==> config.mk <==
export PLATFORM = sky130hd
export DESIGN_NAME = fft_bfly_sched
export DESIGN_NICKNAME = d
export VERILOG_FILES = /design/src/rtl/fft_sched_pkg.sv /design/src/rtl/fft_bfly_cnt.sv /design/src/rtl/fft_bfly_sched.sv
export SDC_FILE = /design/constraint.sdc
export NUM_CORES = 1
export LEC_CHECK = 0
export BUFFER_PORTS_ARGS = -buffer_cell sky130_fd_sc_hd__buf_2
export CAP_MARGIN = 0
export CORE_MARGIN = 1.5
export CORE_UTILIZATION = 30
export DETAILED_ROUTE_END_ITERATION = 12
export HOLD_SLACK_MARGIN = 0.1
export SYNTH_ARGS = -nofsm -noshare
export SYNTH_HDL_FRONTEND = slang
export SYNTH_SLANG_ARGS = --single-unit
==> constraint.sdc <==
create_clock -name clk_i -period 6.4 [get_ports clk_i]
set_clock_uncertainty 0.15 [all_clocks]
set_input_delay 1.28 -clock clk_i [delete_from_list [all_inputs] [get_ports clk_i]]
set_output_delay 1.28 -clock clk_i [all_outputs]
set_load 0.03 [all_outputs]
==> src/rtl/fft_sched_pkg.sv <==
// Shared types and index math for the radix-2 DIT butterfly scheduler.
package fft_sched_pkg;

    typedef enum logic [2:0] {
        ST_IDLE,
        ST_RD_U,
        ST_RD_V,
        ST_EXEC,
        ST_WR_U,
        ST_WR_V,
        ST_DONE
    } sched_state_e;

    typedef struct packed {
        logic [31:0] u;
        logic [31:0] v;
        logic [31:0] tw;
    } bfly_addr_t;

    // Full-width results; callers truncate to their port widths.
    function automatic bfly_addr_t bfly_addr(input int unsigned s, input int unsigned g,
                                             input int unsigned b, input int unsigned l);
        bfly_addr_t a;
        a.u  = (g << (s + 1)) | b;
        a.v  = a.u + (32'd1 << s);
        a.tw = b << (l - 1 - s);
        return a;
    endfunction

endpackage

==> src/rtl/fft_bfly_cnt.sv <==
// Stage / group / butterfly counter nest; b innermost, s outermost.
module fft_bfly_cnt #(
    parameter int unsigned FFT_SIZE = 1024,
    localparam int unsigned L  = $clog2(FFT_SIZE),
    localparam int unsigned SW = $clog2(L),
    localparam int unsigned CW = L - 1
) (
    input  logic          clk_i,
    input  logic          rst_ni,
    input  logic          clr_i,
    input  logic          adv_i,
    output logic          last_o,
    output logic [SW-1:0] s_o,
    output logic [CW-1:0] g_o,
    output logic [CW-1:0] b_o
);

    logic [SW-1:0] s_q;
    logic [CW-1:0] g_q;
    logic [CW-1:0] b_q;
    logic [CW-1:0] b_max;
    logic [CW-1:0] g_max;
    logic          b_last;
    logic          g_last;
    logic          s_last;

    // 32-bit shift amount so s+1 cannot wrap when L is a power of two.
    always_comb begin
        b_max  = CW'((32'd1 << s_q) - 32'd1);
        g_max  = CW'((FFT_SIZE >> (32'(s_q) + 32'd1)) - 32'd1);
        b_last = (b_q == b_max);
        g_last = (g_q == g_max);
        s_last = (s_q == SW'(L - 1));
    end

    assign last_o = b_last && g_last && s_last;

    always_ff @(posedge clk_i or negedge rst_ni) begin
        if (!rst_ni) begin
            s_q <= '0;
            g_q <= '0;
            b_q <= '0;
        end else if (clr_i) begin
            s_q <= '0;
            g_q <= '0;
            b_q <= '0;
        end else if (adv_i) begin
            if (!b_last) begin
                b_q <= b_q + 1'b1;
            end else begin
                b_q <= '0;
                if (!g_last) begin
                    g_q <= g_q + 1'b1;
                end else begin
                    g_q <= '0;
                    s_q <= s_last ? '0 : s_q + 1'b1;
                end
            end
        end
    end

    assign s_o = s_q;
    assign g_o = g_q;
    assign b_o = b_q;

endmodule

==> src/rtl/fft_bfly_sched.sv <==
// In-place radix-2 DIT butterfly scheduler driving one single-port complex RAM.
//   state   | meaning
//   IDLE    | waiting for start_i, counters zero
//   RD_U    | read u, hold until grant
//   RD_V    | read v, hold until grant
//   EXEC    | datapath computes u', v' (one cycle)
//   WR_U    | write u', hold until grant
//   WR_V    | write v', hold until grant, then advance counters
//   DONE    | one-cycle done pulse
module fft_bfly_sched
    import fft_sched_pkg::*;
#(
    parameter int unsigned FFT_SIZE = 1024,
    localparam int unsigned L  = $clog2(FFT_SIZE),
    localparam int unsigned SW = $clog2(L)
) (
    input  logic          clk_i,
    input  logic          rst_ni,
    input  logic          start_i,
    input  logic          abort_i,
    output logic          mem_req_o,
    input  logic          mem_gnt_i,
    output logic          mem_we_o,
    output logic [L-1:0]  mem_addr_o,
    output logic          wr_sel_v_o,
    output logic          latch_u_o,
    output logic          latch_v_o,
    output logic [L-2:0]  tw_addr_o,
    output logic [SW-1:0] stage_o,
    output logic          busy_o,
    output logic          done_o
);

    sched_state_e  state_q;
    sched_state_e  state_d;
    logic          latch_u_q;
    logic          cnt_adv;
    logic          cnt_last;
    logic [SW-1:0] s_cnt;
    logic [L-2:0]  g_cnt;
    logic [L-2:0]  b_cnt;
    bfly_addr_t    ba;
    logic          unused_hi;

    fft_bfly_cnt #(
        .FFT_SIZE(FFT_SIZE)
    ) u_cnt (
        .clk_i (clk_i),
        .rst_ni(rst_ni),
        .clr_i (abort_i),
        .adv_i (cnt_adv),
        .last_o(cnt_last),
        .s_o   (s_cnt),
        .g_o   (g_cnt),
        .b_o   (b_cnt)
    );

    assign ba        = bfly_addr(32'(s_cnt), 32'(g_cnt), 32'(b_cnt), L);
    assign unused_hi = ^{ba.u[31:L], ba.v[31:L], ba.tw[31:L-1]};
    assign cnt_adv   = (state_q == ST_WR_V) && mem_gnt_i && !abort_i;

    always_ff @(posedge clk_i or negedge rst_ni) begin
        if (!rst_ni) begin
            state_q   <= ST_IDLE;
            latch_u_q <= 1'b0;
        end else begin
            state_q   <= state_d;
            latch_u_q <= (state_q == ST_RD_U) && mem_gnt_i && !abort_i;
        end
    end

    always_comb begin
        state_d    = state_q;
        mem_req_o  = 1'b0;
        mem_we_o   = 1'b0;
        mem_addr_o = '0;
        wr_sel_v_o = 1'b0;
        latch_v_o  = 1'b0;
        busy_o     = 1'b1;
        done_o     = 1'b0;
        unique case (state_q)
            ST_IDLE: begin
                busy_o = 1'b0;
                if (start_i) state_d = ST_RD_U;
            end
            ST_RD_U: begin
                mem_req_o  = 1'b1;
                mem_addr_o = ba.u[L-1:0];
                if (mem_gnt_i) state_d = ST_RD_V;
            end
            ST_RD_V: begin
                mem_req_o  = 1'b1;
                mem_addr_o = ba.v[L-1:0];
                if (mem_gnt_i) state_d = ST_EXEC;
            end
            ST_EXEC: begin
                latch_v_o = 1'b1;
                state_d   = ST_WR_U;
            end
            ST_WR_U: begin
                mem_req_o  = 1'b1;
                mem_we_o   = 1'b1;
                mem_addr_o = ba.u[L-1:0];
                if (mem_gnt_i) state_d = ST_WR_V;
            end
            ST_WR_V: begin
                mem_req_o  = 1'b1;
                mem_we_o   = 1'b1;
                mem_addr_o = ba.v[L-1:0];
                wr_sel_v_o = 1'b1;
                if (mem_gnt_i) state_d = cnt_last ? ST_DONE : ST_RD_U;
            end
            ST_DONE: begin
                busy_o  = 1'b0;
                done_o  = 1'b1;
                state_d = ST_IDLE;
            end
            default: begin
                busy_o  = 1'b0;
                state_d = ST_IDLE;
            end
        endcase
        // Abort overrides start and any grant; a write granted this cycle still lands.
        if (abort_i) state_d = ST_IDLE;
    end

    assign latch_u_o = latch_u_q;
    assign tw_addr_o = ba.tw[L-2:0];
    assign stage_o   = s_cnt;

endmodule

==> flow_summary.json <==
{
  "insertion_delay_ns": 0.26,
  "chipHeight_um": 115.5,
  "irDropWorstVdd_mv": 0.1244,
  "final.hold.worst_slack_ns": 0.5123,
  "worst_slew_pin_slew_ns": 0.8102,
  "r2r_start": "u_cnt.s_o[0]",
  "htreeDepth": 1,
  "setup.reg_to_reg.worst_slack_ns": 2.40,
  "final_hold_viol_count": 0,
  "worstSetupEndpoint": "mem_addr_o[9]",
  "synthesis.area_um2": 3800,
  "grt_remaining_overflow": 0,
  "routed_wire_length_per_instance_um": 16.11,
  "tritoncts": "done",
  "cpPeakStageDelay_ns": 0.70,
  "reg2reg_end": "u_cnt.g_o[6]",
  "placement.io_buffers": 34,
  "post_cts_resized": 0,
  "mostFrequentLayoutCell": "nand2_1",
  "design.die.area_um2": 13350,
  "routed-via-count": 3807,
  "cp_slowest_cell": "ha_1",
  "worstPathCellList": "clkinv_1, ha_1, mux2_2, a22oi_1, nor2b_1, nor2_1, inv_1, ha_1, a211oi_1, o211ai_1, a41oi_1, xor2_1, nand2_1, xor2_1, o221ai_1, buf_2",
  "die_w_um": 115.5,
  "worst_slew_slack_as_a_fraction_of_its_limit": 0.4553,
  "post_cts_buffers": 0,
  "postSynth.topFlopCell": "dfrtp_1",
  "timing.fmax_mhz": 174.1,
  "netlist_top_cells_area": "dfrtp_1, ha_1, a21oi_1, nand2_1, o21ai_0",
  "power.leakage_nw": 1.814,
  "final_core_utilization": 0.3420,
  "synthesis.yosys.warnings": 0,
  "filler_cell_count": 1264,
  "clock-sinks": 26,
  "cts_hold_buffers": 0,
  "ys_types": 69,
  "wire_length_of_the_first_global_routing_pass_um": 17490,
  "fp.coreArea_um2": 12160,
  "drtAntennaViolNets": 0,
  "cp-start-kind": "register",
  "timing.hold.worst.start": "u_cnt.g_o[8]",
  "globalRouteTotalUtil": 0.1630,
  "n_antenna_cell": 0,
  "multi_input_comb_area_um2": 2877,
  "worst-endpoint-required_ns": 4.97,
  "drive_above_1_share": 0.1482,
  "fin_crit_sh": 0.8975,
  "clockBufferDepth": 2,
  "cellPowerDensity_nw_per_um2": 92.15,
  "register_area_um2": 650.6,
  "cp-startpoint": "u_cnt.s_o[1]",
  "area.growth.synth_to_final_pct": 9.450,
  "synth_area_per_cell_um2": 7.554,
  "layout_min_cycle_time_ns": 5.744,
  "timing.critical_path.to_type": "output port",
  "gp_routability_congestion": 0.9647,
  "class_of_the_worst_hold_path": "reg2reg",
  "synth_top_area_frac": 0.1712,
  "report.final.slew_viol_count": 0,
  "row_count": 40,
  "pin_count": 35,
  "antenna_found_initial": 0,
  "synth_edf_count": 0,
  "yosys.area.top_type": "dfrtp_1",
  "async_reset_ff_frac": 1.000,
  "fin_setup_tns_ns": 0,
  "grt_pass1_vias": 3494,
  "final_cell_mix": "nand2_1, a21oi_1, buf_2",
  "ys_ff_latch": 26,
  "path_max_fanout": 12,
  "finalSetupViolCount": 0,
  "worst_setup_hold_path_clk_slew_ns": 0.06,
  "cap_violations": 0,
  "detailed_place_hpwl_um": 8302,
  "synth_nets": 531,
  "grt_start_max_net_pins": 27,
  "outcome": "completed",
  "worst_ep_arrival_time_ns": 4.31,
  "floorplan.initialDensity": 0.3124,
  "route.final.wire_length_um": 10860,
  "synth.yosys.seq_area_share": 0.1712,
  "final_net_count": 535,
  "clock_tree.root_cell": "clkbuf_16",
  "critPathKind": "reg2out",
  "r2r.worst_path.cells": 12,
  "drc": 0,
  "drtIter0Drc": 247,
  "unrepaired_setup_endpoints_after_global_routing": "false",
  "netlist_instances": 503,
  "drt-vias-per-instance": 5.648,
  "detail_route.first_pass.iterations": 5,
  "cts_inserted_buffers": 3
}
## per-stage QoR
stage	instances	setup slack (ns)	total power, mW	area, um2
after floorplan	503	0.2016	0.1952	3800
after global placement	670	1.013	0.2058	4054
final	674	0.6558	0.3833	4159
after CTS	674	0.6429	0.3874	4159
after global routing	674	0.2855	0.3983	4159
after detailed placement	670	0.9450	0.2065	4054
## critical path: cells and delay by family, from the launching register on
kind                     cells  cell delay (ns)
flip-flops                   1             0.35
adder cells (fa/ha/maj)      2             0.92
multiplexers                 1             0.41
XOR/XNOR                     2             0.41
buffers and inverters        3             0.52
AND/OR/NAND/NOR              3             0.31
AO/OA/AOI/OAI                5             1.15
## synth_stat cells (all sizes together) (4+ instances only)
cell and number:
a21o 7, nand2 45, buf 14, nor2b 6, o21ai 34, a211oi 6, a21oi 35, dfrtp 26
nor3b 6, o22ai 4, nor3 22, and3 10, or2 5, and2 11, mux2 10, nand3b 6
mux4 5, a32o 5, or3 5, nand4 9, nand2b 10, o221ai 6, clkbuf 27, nand3 13
o211ai 4, or4 5, ha 22, xnor2 17, xor2 15, inv 25, mux2i 14, nor2 31
## sequential cells by signal, summed over array words and instances, names as in the netlist
signal / flops
u_cnt.s_o: 4
u_cnt.g_o: 9
latch_u_o: 1
u_cnt.b_o: 9
state_q: 3
## cell families after synthesis
logic type | after synthesis | share of synthesized area
compound gates | 130 | 0.2275
xor+xnor | 32 | 0.07376
fa+ha+maj | 23 | 0.07771
buf+inv | 68 | 0.07343
flops | 26 | 0.1712
mux | 29 | 0.09615
simple gates | 195 | 0.2802
## layer usage
layer,vias up,routed length [um],GRT usage
met5,-,0,0
met4,0,190,0.04609
met3,12,482,0.008891
met2,118,5258,0.2844
met1,1842,4926,0.2186
li1,1835,-,-
## power breakdown
part	switching (mW)	internal, mW	leakage (nW)
logic	0.0228	0.00933	1.40
registers	0.00523	0.166	0.362
clock network	0.0559	0.124	0.0511
total	0.0840	0.299	1.81
## area by class of cell
| cell class | count | share of cell area |
|---|---|---|
| Multi-Input combinational cell | 409 | 0.6916 |
| Sequential cell | 26 | 0.1564 |
| Timing Repair Buffer | 40 | 0.05174 |
| Tap cell | 168 | 0.05054 |
| Inverter | 27 | 0.02437 |
| Clock buffer | 3 | 0.01805 |
| Clock inverter | 1 | 0.007220 |
## worst min path at each step
stage | to | slack, ns | depth (start not counted)
finish | u_cnt.g_o[8] | 0.51 | 2
global route | u_cnt.g_o[1] | 0.55 | 2
CTS | u_cnt.g_o[8] | 0.51 | 2
detailed placement | u_cnt.g_o[8] | 0.50 | 2
global placement | u_cnt.g_o[8] | 0.49 | 2
floorplan | u_cnt.b_o[8] | 0.42 | 2
Note: power is estimated with default switching activity, not from simulation.
